<file path="config.mk">
export PLATFORM = sky130hd
export DESIGN_NAME = sma_decim_reader
export DESIGN_NICKNAME = d
export VERILOG_FILES = /design/src/rtl/sma_decim_reader_pkg.sv /design/src/rtl/sma_fwft_fifo.sv /design/src/rtl/sma_decim_reader.sv
export SDC_FILE = /design/constraint.sdc
export NUM_CORES = 1
export LEC_CHECK = 0
export ABC_AREA = 0
export ABC_CLOCK_PERIOD_IN_PS = 10250
export BUFFER_PORTS_ARGS = -buffer_cell sky130_fd_sc_hd__buf_4
export CAP_MARGIN = 30
export CORE_MARGIN = 8
export CORE_UTILIZATION = 65
export CTS_BUF_LIST = sky130_fd_sc_hd__clkbuf_2
export DETAILED_ROUTE_END_ITERATION = 10
export GPL_ROUTABILITY_DRIVEN = 1
export PLACE_DENSITY_LB_ADDON = 0.05
export SLEW_MARGIN = 0
export SYNTH_ARGS = -nofsm -noshare
export SYNTH_HDL_FRONTEND = slang
export SYNTH_SLANG_ARGS = --single-unit
</file>
<file path="constraint.sdc">
create_clock -name i_clk -period 10.25 [get_ports i_clk]
set_clock_uncertainty 0.05 [all_clocks]
set_input_delay 1.025 -clock i_clk [delete_from_list [all_inputs] [get_ports i_clk]]
set_output_delay 1.025 -clock i_clk [all_outputs]
set_load 0.02 [all_outputs]
</file>
<file path="src/rtl/sma_decim_reader_pkg.sv">
// Shared averager constants: FSM state codes, window-select limits and the
// helpers that turn a window select into a decimation window.
package sma_decim_reader_pkg;

    typedef enum logic [1:0] {
        ST_IDLE = 2'd0,
        ST_FILL = 2'd1,
        ST_RUN  = 2'd2,
        ST_RSVD = 2'd3
    } state_e;

    localparam int AVG_MAX_SEL = 15;
    localparam int SEL_W       = 4;
    localparam int CNT_W       = 16;
    localparam int DATA_W      = 32;

    // Last counter value of a window of 2^sel samples.
    function automatic logic [CNT_W-1:0] win_last(input logic [SEL_W-1:0] sel);
        return (16'd1 << sel) - 16'd1;
    endfunction

endpackage

</file>
<file path="src/rtl/sma_fwft_fifo.sv">
// First-word fall-through FIFO: head word is always visible on o_data.
module sma_fwft_fifo
#(
    parameter int DEPTH = 4,
    parameter int WIDTH = 32
) (
    input  logic                       i_clk,
    input  logic                       i_rst,
    input  logic                       i_push,
    input  logic                       i_pop,
    input  logic                       i_flush,
    input  logic [WIDTH-1:0]           i_data,
    output logic [WIDTH-1:0]           o_data,
    output logic                       o_full,
    output logic                       o_empty,
    output logic [$clog2(DEPTH):0]     o_level
);
    localparam int AW = $clog2(DEPTH);

    logic [WIDTH-1:0] mem_r [DEPTH];
    logic [AW-1:0]    wr_ptr_r;
    logic [AW-1:0]    rd_ptr_r;
    logic [AW:0]      level_r;
    logic             pop_ok_s;
    logic             push_ok_s;

    assign o_full    = (level_r == (AW+1)'(DEPTH));
    assign o_empty   = (level_r == (AW+1)'(0));
    assign o_level   = level_r;
    assign o_data    = mem_r[rd_ptr_r];
    assign pop_ok_s  = i_pop & ~o_empty;
    // A full FIFO still takes a write when the head leaves in the same cycle.
    assign push_ok_s = i_push & (~o_full | pop_ok_s);

    // Storage array; cleared on reset so the head reads zero.
    always_ff @(posedge i_clk or posedge i_rst) begin
        if (i_rst) begin
            for (int i = 0; i < DEPTH; i++) begin
                mem_r[i] <= '0;
            end
        end else if (push_ok_s && !i_flush) begin
            mem_r[wr_ptr_r] <= i_data;
        end
    end

    // Pointers and occupancy, wrapping naturally at the power-of-two depth.
    always_ff @(posedge i_clk or posedge i_rst) begin
        if (i_rst) begin
            wr_ptr_r <= '0;
            rd_ptr_r <= '0;
            level_r  <= '0;
        end else if (i_flush) begin
            wr_ptr_r <= '0;
            rd_ptr_r <= '0;
            level_r  <= '0;
        end else begin
            if (push_ok_s) begin
                wr_ptr_r <= wr_ptr_r + AW'(1);
            end
            if (pop_ok_s) begin
                rd_ptr_r <= rd_ptr_r + AW'(1);
            end
            case ({push_ok_s, pop_ok_s})
                2'b10:   level_r <= level_r + (AW+1)'(1);
                2'b01:   level_r <= level_r - (AW+1)'(1);
                default: level_r <= level_r;
            endcase
        end
    end

endmodule

</file>
<file path="src/rtl/sma_decim_reader.sv">
// Decimating reader for the moving-average block: waits for the averager
// window to refill, then queues one averaged sample per window.
module sma_decim_reader
    import sma_decim_reader_pkg::*;
#(
    parameter int FIFO_DEPTH = 4,
    parameter int MAX_SEL    = AVG_MAX_SEL
) (
    input  logic                          i_clk,
    input  logic                          i_rst,
    input  logic                          i_enable,
    input  logic                          i_update_strobe,
    input  logic [31:0]                   i_window_sel,
    input  logic [31:0]                   i_avg_data,
    output logic [31:0]                   o_data,
    output logic                          o_valid,
    input  logic                          i_ready,
    output logic                          o_overflow,
    input  logic                          i_clr_ovf,
    output logic [1:0]                    o_state,
    output logic [$clog2(FIFO_DEPTH):0]   o_fill_level
);
    logic [SEL_W-1:0] sel_r;
    logic [SEL_W-1:0] sel_clamp_s;
    logic             stb_d1_r;
    state_e           state_r;
    state_e           state_nxt_s;
    logic [CNT_W-1:0] cnt_r;
    logic [CNT_W-1:0] cnt_nxt_s;
    logic             sel_chg_s;
    logic             win_end_s;
    logic             push_s;
    logic             pop_s;
    logic             flush_s;
    logic             full_s;
    logic             empty_s;
    logic             drop_s;
    logic             ovf_r;

    assign sel_clamp_s = (i_window_sel > 32'(MAX_SEL)) ? SEL_W'(MAX_SEL)
                                                       : i_window_sel[SEL_W-1:0];
    assign sel_chg_s   = (sel_clamp_s != sel_r);
    assign win_end_s   = (cnt_r == win_last(sel_r));
    assign pop_s       = o_valid & i_ready;
    assign drop_s      = push_s & full_s & ~pop_s;
    assign o_valid     = ~empty_s;
    assign o_state     = state_r;
    assign o_overflow  = ovf_r;

    // Next-state, window counter and push/flush decode.
    always_comb begin
        state_nxt_s = state_r;
        cnt_nxt_s   = cnt_r;
        push_s      = 1'b0;
        flush_s     = 1'b0;
        if (!i_enable) begin
            state_nxt_s = ST_IDLE;
            cnt_nxt_s   = '0;
            flush_s     = 1'b1;
        end else begin
            case (state_r)
                ST_IDLE: begin
                    state_nxt_s = ST_FILL;
                    cnt_nxt_s   = '0;
                end
                ST_FILL: begin
                    if (sel_chg_s) begin
                        cnt_nxt_s = '0;
                    end else if (stb_d1_r) begin
                        if (win_end_s) begin
                            state_nxt_s = ST_RUN;
                            cnt_nxt_s   = '0;
                        end else begin
                            cnt_nxt_s = cnt_r + 16'd1;
                        end
                    end else begin
                        cnt_nxt_s = cnt_r;
                    end
                end
                ST_RUN: begin
                    if (sel_chg_s) begin
                        state_nxt_s = ST_FILL;
                        cnt_nxt_s   = '0;
                    end else if (stb_d1_r) begin
                        if (win_end_s) begin
                            push_s    = 1'b1;
                            cnt_nxt_s = '0;
                        end else begin
                            cnt_nxt_s = cnt_r + 16'd1;
                        end
                    end else begin
                        cnt_nxt_s = cnt_r;
                    end
                end
                default: begin
                    state_nxt_s = ST_IDLE;
                    cnt_nxt_s   = '0;
                end
            endcase
        end
    end

    // State, counter, select and strobe-delay registers.
    always_ff @(posedge i_clk or posedge i_rst) begin
        if (i_rst) begin
            state_r  <= ST_IDLE;
            cnt_r    <= '0;
            sel_r    <= '0;
            stb_d1_r <= 1'b0;
        end else begin
            state_r  <= state_nxt_s;
            cnt_r    <= cnt_nxt_s;
            sel_r    <= sel_clamp_s;
            stb_d1_r <= i_update_strobe;
        end
    end

    // Sticky overflow: a new drop outranks a clear request.
    always_ff @(posedge i_clk or posedge i_rst) begin
        if (i_rst) begin
            ovf_r <= 1'b0;
        end else if (drop_s) begin
            ovf_r <= 1'b1;
        end else if (i_clr_ovf) begin
            ovf_r <= 1'b0;
        end else begin
            ovf_r <= ovf_r;
        end
    end

    sma_fwft_fifo #(
        .DEPTH (FIFO_DEPTH),
        .WIDTH (DATA_W)
    ) u_fifo (
        .i_clk   (i_clk),
        .i_rst   (i_rst),
        .i_push  (push_s),
        .i_pop   (pop_s),
        .i_flush (flush_s),
        .i_data  (i_avg_data),
        .o_data  (o_data),
        .o_full  (full_s),
        .o_empty (empty_s),
        .o_level (o_fill_level)
    );

endmodule

</file>
# [Word-level counts from Yosys, hierarchy flattened]
# Index checks and enable logic that the tools add are counted.
# W data, S select, Z words.
[totals] ff_bits=159 out_inout_bits=39 elab_cells=87
[classes] n_addsub=6 order_cmp=4 n_eq_ne=15 shift=1 muxes=31 bitwise=11 n_reduce_logical=7
[op_table] operator="$bwmux W128" n=1
[op_table] operator="$mux W32" n=3
[op_table] operator="$mux W16" n=5
[op_table] operator="$bmux W32 S2" n=1
[op_table] operator="$demux W32 S2" n=1
[op_table] operator="$gt A32 B4 Y1 const B" n=1
[op_table] operator="$mux W2" n=9
[op_table] operator="$add A16 B1 Y16 const B" n=1
[op_table] operator="$eq A16 B16 Y1" n=1
[op_table] operator="$shl A1 B4 Y16 const A" n=1
[op_table] operator="$sub A16 B1 Y16 const B" n=1
[op_table] operator="$ne A3 B3 Y1 const B" n=4
[op_table] operator="$mux W1" n=7
[op_table] operator="$ge A3 B3 Y1 const B" n=2
[op_table] operator="$not A2 Y3" n=2
[op_table] operator="$pmux W2 S3" n=1
[op_table] operator="$pmux W3 S2" n=1
[op_table] operator="$and A1 B1 Y1" n=5
[op_table] operator="$add A2 B1 Y2 const B" n=2
[op_table] operator="$eq A2 B1 Y1 const B" n=2
[op_table] operator="$eq A2 B2 Y1 const B" n=2
[op_table] operator="$mux W4" n=1
[op_table] operator="$ne A2 B1 Y1 const B" n=2
[op_table] operator="$ne A4 B2 Y1 const B" n=1
[op_table] operator="other kinds (15)" n=18

# [Longest topological paths before layout]
[depth] ltp_word=12 mapped_depth=18 depth_no_buf=14

# [Cells and area by module]
# From an unflattened synthesis, not the netlist that was laid out.
[unflattened] cells_unflattened=621 area_unflattened_um2=8480.6
[modules_own_cells] module="sma_fwft_fifo" n_inst=1 cells_each=374 area_per_inst_um2=6447.4
[modules_own_cells] module="sma_decim_reader" n_inst=1 cells_each=247 area_per_inst_um2=2033.2

# [Worst setup path after synthesis]
# No wires, ideal clock.
[synth_path] kind="register to register" from="register sel_r[0]" to="register u_fifo.level_r[1], in the netlist u_fifo.o_level[1]" setup_time_ns=0.124 arrival_ns=3.821 required_time_ns=10.076 path_slack_ns=6.255 stages_incl_launch_ff=15 n_path_buf=2 cell_sequence="dfrtp_1 buf_6 or4_4 ha_1 or4_1 nand2_1 a32oi_1 a2111oi_2 and4_2 and2_1 buf_6 nor2_1 fa_1 and3_1 o31a_1"
[synth_between] elab_chain_len=12 word_cells_on_any_way=15 classes_between="add/sub: 1; eq/ne: 5; shift: 1; mux: 7; bitwise: 1"
[synth_lines] item="start: declaration" line_no="sma_decim_reader.sv:23" rtl="logic [SEL_W-1:0] sel_r;"
[synth_lines] item="start signal: assignment" line_no="sma_decim_reader.sv:113" rtl="sel_r <= sel_clamp_s;"
[synth_lines] item="$shl A1 B4 Y16" line_no="sma_decim_reader_pkg.sv:19" rtl="return (16'd1 << sel) - 16'd1;"
[synth_lines] item="$sub A16 B1 Y16" line_no="sma_decim_reader_pkg.sv:19"
[synth_lines] item="$eq A16 B16 Y1" line_no="sma_decim_reader.sv:43" rtl="assign win_end_s = (cnt_r == win_last(sel_r));"
[synth_lines] item="$mux W1" line_no="sma_decim_reader.sv:85" rtl="if (win_end_s) begin"
[synth_lines] item="$mux W1" line_no="sma_decim_reader.sv:84" rtl="end else if (stb_d1_r) begin"
[synth_lines] item="$mux W1 (*)" line_no="sma_decim_reader.sv:81" rtl="if (sel_chg_s) begin"
[synth_lines] item="$mux W1 (*)" line_no="sma_decim_reader.sv:61" rtl="case (state_r)"
[synth_lines] item="$mux W1 (*)" line_no="sma_decim_reader.sv:56" rtl="if (!i_enable) begin"
[synth_lines] item="$and A1 B1 Y1 (*)" line_no="sma_fwft_fifo.sv:33" rtl="assign push_ok_s = i_push & (~o_full | pop_ok_s);"
[synth_lines] item="$eq A2 B1 Y1 or $eq A2 B2 Y1 (tied branches)" line_no="sma_fwft_fifo.sv:63" rtl="case ({push_ok_s, pop_ok_s})"
[synth_lines] item="$pmux W3 S2" line_no="sma_fwft_fifo.sv:63"
[synth_lines] item="$mux W3" line_no="sma_fwft_fifo.sv:52" rtl="end else if (i_flush) begin"
[synth_lines] item="end signal: assignment" line_no="sma_fwft_fifo.sv:64" rtl="2'b10: level_r <= level_r + (AW+1)'(1);"
[synth_lines] item="end signal: assignment" line_no="sma_fwft_fifo.sv:65" rtl="2'b01: level_r <= level_r - (AW+1)'(1);"
[synth_lines] item="end signal: assignment" line_no="sma_fwft_fifo.sv:66" rtl="default: level_r <= level_r;"
[synth_lines] item="end: declaration" line_no="sma_fwft_fifo.sv:23" rtl="logic [AW:0] level_r;"
# Mark *: on every way between the ends. The rest lies on a longest branch, timed or not.
# A chain may end at the register's enable or synchronous reset.

# [Worst setup path in the final report]
[layout_path] from="register sel_r[3]" to="register u_fifo.mem_r[26] (netlist name)"
[layout_between] elab_chain_len=10 word_cells_on_any_way=11 classes_between="add/sub: 1; eq/ne: 2; shift: 1; mux: 5; bitwise: 1; reduce/logical: 1"
[layout_lines] item="$shl A1 B4 Y16" line_no="sma_decim_reader_pkg.sv:19"
[layout_lines] item="$sub A16 B1 Y16" line_no="sma_decim_reader_pkg.sv:19"
[layout_lines] item="$eq A16 B16 Y1" line_no="sma_decim_reader.sv:43"
[layout_lines] item="$mux W1" line_no="sma_decim_reader.sv:85"
[layout_lines] item="$mux W1" line_no="sma_decim_reader.sv:84"
[layout_lines] item="$mux W1 (*)" line_no="sma_decim_reader.sv:81"
[layout_lines] item="$mux W1 (*)" line_no="sma_decim_reader.sv:61"
[layout_lines] item="$mux W1 (*)" line_no="sma_decim_reader.sv:56"
[layout_lines] item="$and A1 B1 Y1 (*)" line_no="sma_fwft_fifo.sv:33"
[layout_lines] item="$logic_and A1 B1 Y1 (*)" line_no="sma_fwft_fifo.sv:41" rtl="end else if (push_ok_s && !i_flush) begin"
[layout_lines] item="end signal: indexed assignment" line_no="sma_fwft_fifo.sv:42" rtl="mem_r[wr_ptr_r] <= i_data;"
[layout_lines] item="end: declaration" line_no="sma_fwft_fifo.sv:20" rtl="logic [WIDTH-1:0] mem_r [DEPTH];"
# Marks and branches as above.

==> metrics.txt <==
status=complete, no violations; Core Area=0.0131 mm²; met2 Use GR=0.357; crit path kind=reg2reg; Yosys top cell by area=dfrtp_1; Root Buffer=clkbuf_2; Worst VDD drop=0.119 mV; post-route setup TNS=0 ps; Yosys Warn Count=0; Worst-Margin Slew=870 ps; EDFF count, synth=0; Crit path max-delay family=simple AND/OR/NAND/NOR gates; Die Wd=131 µm; fin cells=895; RSZ-0062 raised after global routing=false; Synth Instances=618; final wirelength=17.8 mm; fmax=0.189 GHz; Starting Density=0.656; # IOs=109; share of cells above drive strength 1=0.442; first-pass GRT wire length=29.9 mm; M3 GR Usage=0.0572; Post-CTS Setup Bufs=0; die area=0.0171 mm²; Max clock buf depth=2; Final Net Count=788; leak pwr=4.87 nW; Mapped Avg Cell Area=13.9 µm²; Setup WS post-layout=4970 ps; CTS tree=yes; clk slew on worst S/H paths=220 ps; busiest grt layer=met2; Clock Sinks=159; Setup violations, final=0; via-per-instance ratio=6.09; Rows=42; Port Buffers=108; DRC viols=0; Antenna Nets Post-Route=0; Data required, critical path=10770 ps; CTS Buf Count=17; Synth top area share=0.463; worst-path fanout max=32; initial DRC count=358; fin. max-slew vios=0; max_cap viols=0; Syn Nets=698; total power=1.01 mW; Hold WC Path Type=in2async; sequential fraction of the synthesis area=0.463; H-tree depth=4; Post-Place Setup Slack=5000 ps; main flop type after synthesis=dfrtp_1; most numerous cell on the critical path=nand2_1; Final period util=0.516; PostCTS Resize Cnt=0; Area contributors post-synth=dfrtp_1 (46%), mux2_4 (21%), mux4_2 (8.4%); Synth Cell Area=0.00859 mm²; register bit total from synthesis=159; grt met1 use=0.303; Final Hold Vio Count=0; DIE HEIGHT=131 µm; Async SR Flop Fraction=1.00; Placed Cells=864; Filler cells=873; Cell variety after synth=62; grt ovf=0; routed via count=5450; Tot GR Track Use=0.225; Slew headroom=0.420; vias in the first global route=5866; cts hold-fix bufs=0; most frequent cell after synthesis=dfrtp_1; PD cells=105 mW/mm²; worst-skew pair later-pin latency=680 ps; CP Launch Type=register; Worst path slowest cell=dfrtp_1; Placer Congestion=0.881; Worst setup EP type=register; Critical Path Max Stage Delay=740 ps; largest net degree at the start of global routing=81; crit-path cells=nor3_1, nand2_1, ha_1, or4_1, nand2_1, a32oi_1, a2111oi_2, and4_2, and2_1, nand3_4, mux2_4; area grow syn2layout=11.7%; wire per inst=19.9 µm; initial antenna violation count=1; clock period minus worst slack=5280 ps; Final HPWL DP=12.0 mm; First-pass DRT Iterations=5; CP bufs+invs=0; most frequent cells after synthesis=dfrtp_1 (159), mux2_4 (120), mux4_2 (32); WP data arrival=5810 ps
cell usage in the layout, fill, tap and decap left out, types with 4 or more instances in the layout:
cell	instances
dfrtp_1	157
mux2_4	120
buf_4	110
mux4_2	32
nand2_1	24
clkbuf_2	21
nor2_1	18
and3_1	16
a21oi_1	16
a31oi_1	14
nand2b_1	14
inv_1	13
o21ai_0	10
nor3_1	9
nor4_1	9
mux2_2	9
ha_1	9
mux2i_1	8
nand3_1	8
or3_1	7
and2_1	6
xnor2_1	5
o22ai_1	4
a211oi_1	4
nand3_4	4
metal layers:
metal  wire, µm  up-vias  part of all wire
met1       7680     2810              0.43
li1           -     2476                 -
met4        143        0            0.0080
met2       8850      153              0.50
met3       1140       11             0.064
met5          0        -                 0
registers in the layout, indices dropped and copies added, names as in the netlist:
name / count
u_fifo.o_level: 3
stb_d1_r: 1
o_state: 2
u_fifo.rd_ptr_r: 2
cnt_r: 16
u_fifo.mem_r: 128
sel_r: 4
o_overflow: 1
u_fifo.wr_ptr_r: 2
where the power goes:
group / leakage, nW / internal, mW / switching [mW]
clock: 0.108 / 0.0604 / 0.205
combinational: 2.57 / 0.0433 / 0.0591
sequential: 2.19 / 0.633 / 0.00670
total: 4.87 / 0.737 / 0.270
worst register-to-register path, stage by stage, from the launching register on:
cell	delay, ps
dfrtp_1	740
nor3_1	540
nand2_1	110
ha_1	460
or4_1	600
nand2_1	100
a32oi_1	120
a2111oi_2	330
and4_2	340
and2_1	540
nand3_4	670
mux2_4	560
cells by family (layout without fill, tap and decap cells):
| logic type | after synthesis | after routing | share of synthesized area |
|---|---|---|---|
| multiplexers | 169 | 169 | 0.315 |
| flip-flops | 159 | 159 | 0.463 |
| AND/OR/NAND/NOR | 140 | 140 | 0.0981 |
| AO/OA/AOI/OAI | 75 | 75 | 0.0614 |
| buffers and inverters | 57 | 157 | 0.0386 |
| adder cells (fa/ha/maj) | 10 | 10 | 0.0154 |
| XOR/XNOR | 8 | 8 | 0.00816 |
| other | 0 | 1 | 0 |
metrics by stage:
stage	hold WS, ps	util	cell area [µm²]
2_1_floorplan	424	-	8590
3_3_place_gp	432	0.716	9370
3_5_place_dp	440	0.719	9410
4_1_cts	293	0.731	9560
5_1_grt	285	0.733	9590
6_report	346	0.733	9590
final timing paths:
path                                  start                to  slack, ps  cells after the start
setup / recovery                   sel_r[3]  u_fifo.mem_r[26]       4970                     11
hold / removal                        i_rst  u_fifo.mem_r[54]        350                      2
setup reg to reg                   sel_r[3]  u_fifo.mem_r[26]       4970                     11
hold reg to reg            u_fifo.mem_r[30]  u_fifo.mem_r[30]        480                      1
max in group asynchronous             i_rst  u_fifo.mem_r[20]       8660                      4
min in group i_clk          i_update_strobe          stb_d1_r        380                      1
layout make-up:
type | count | area (µm²) | area share
Multi-Input combinational cell | 402 | 4280 | 0.446
Timing Repair Buffer | 113 | 893 | 0.0932
Inverter | 15 | 61.3 | 0.00639
Antenna cell | 1 | 2.50 | 0.000261
Tap cell | 176 | 220 | 0.0230
Clock inverter | 8 | 46.3 | 0.00483
Sequential cell | 159 | 3980 | 0.415
Clock buffer | 21 | 105 | 0.0110
No activity file was read; power rests on OpenSTA's default activity.
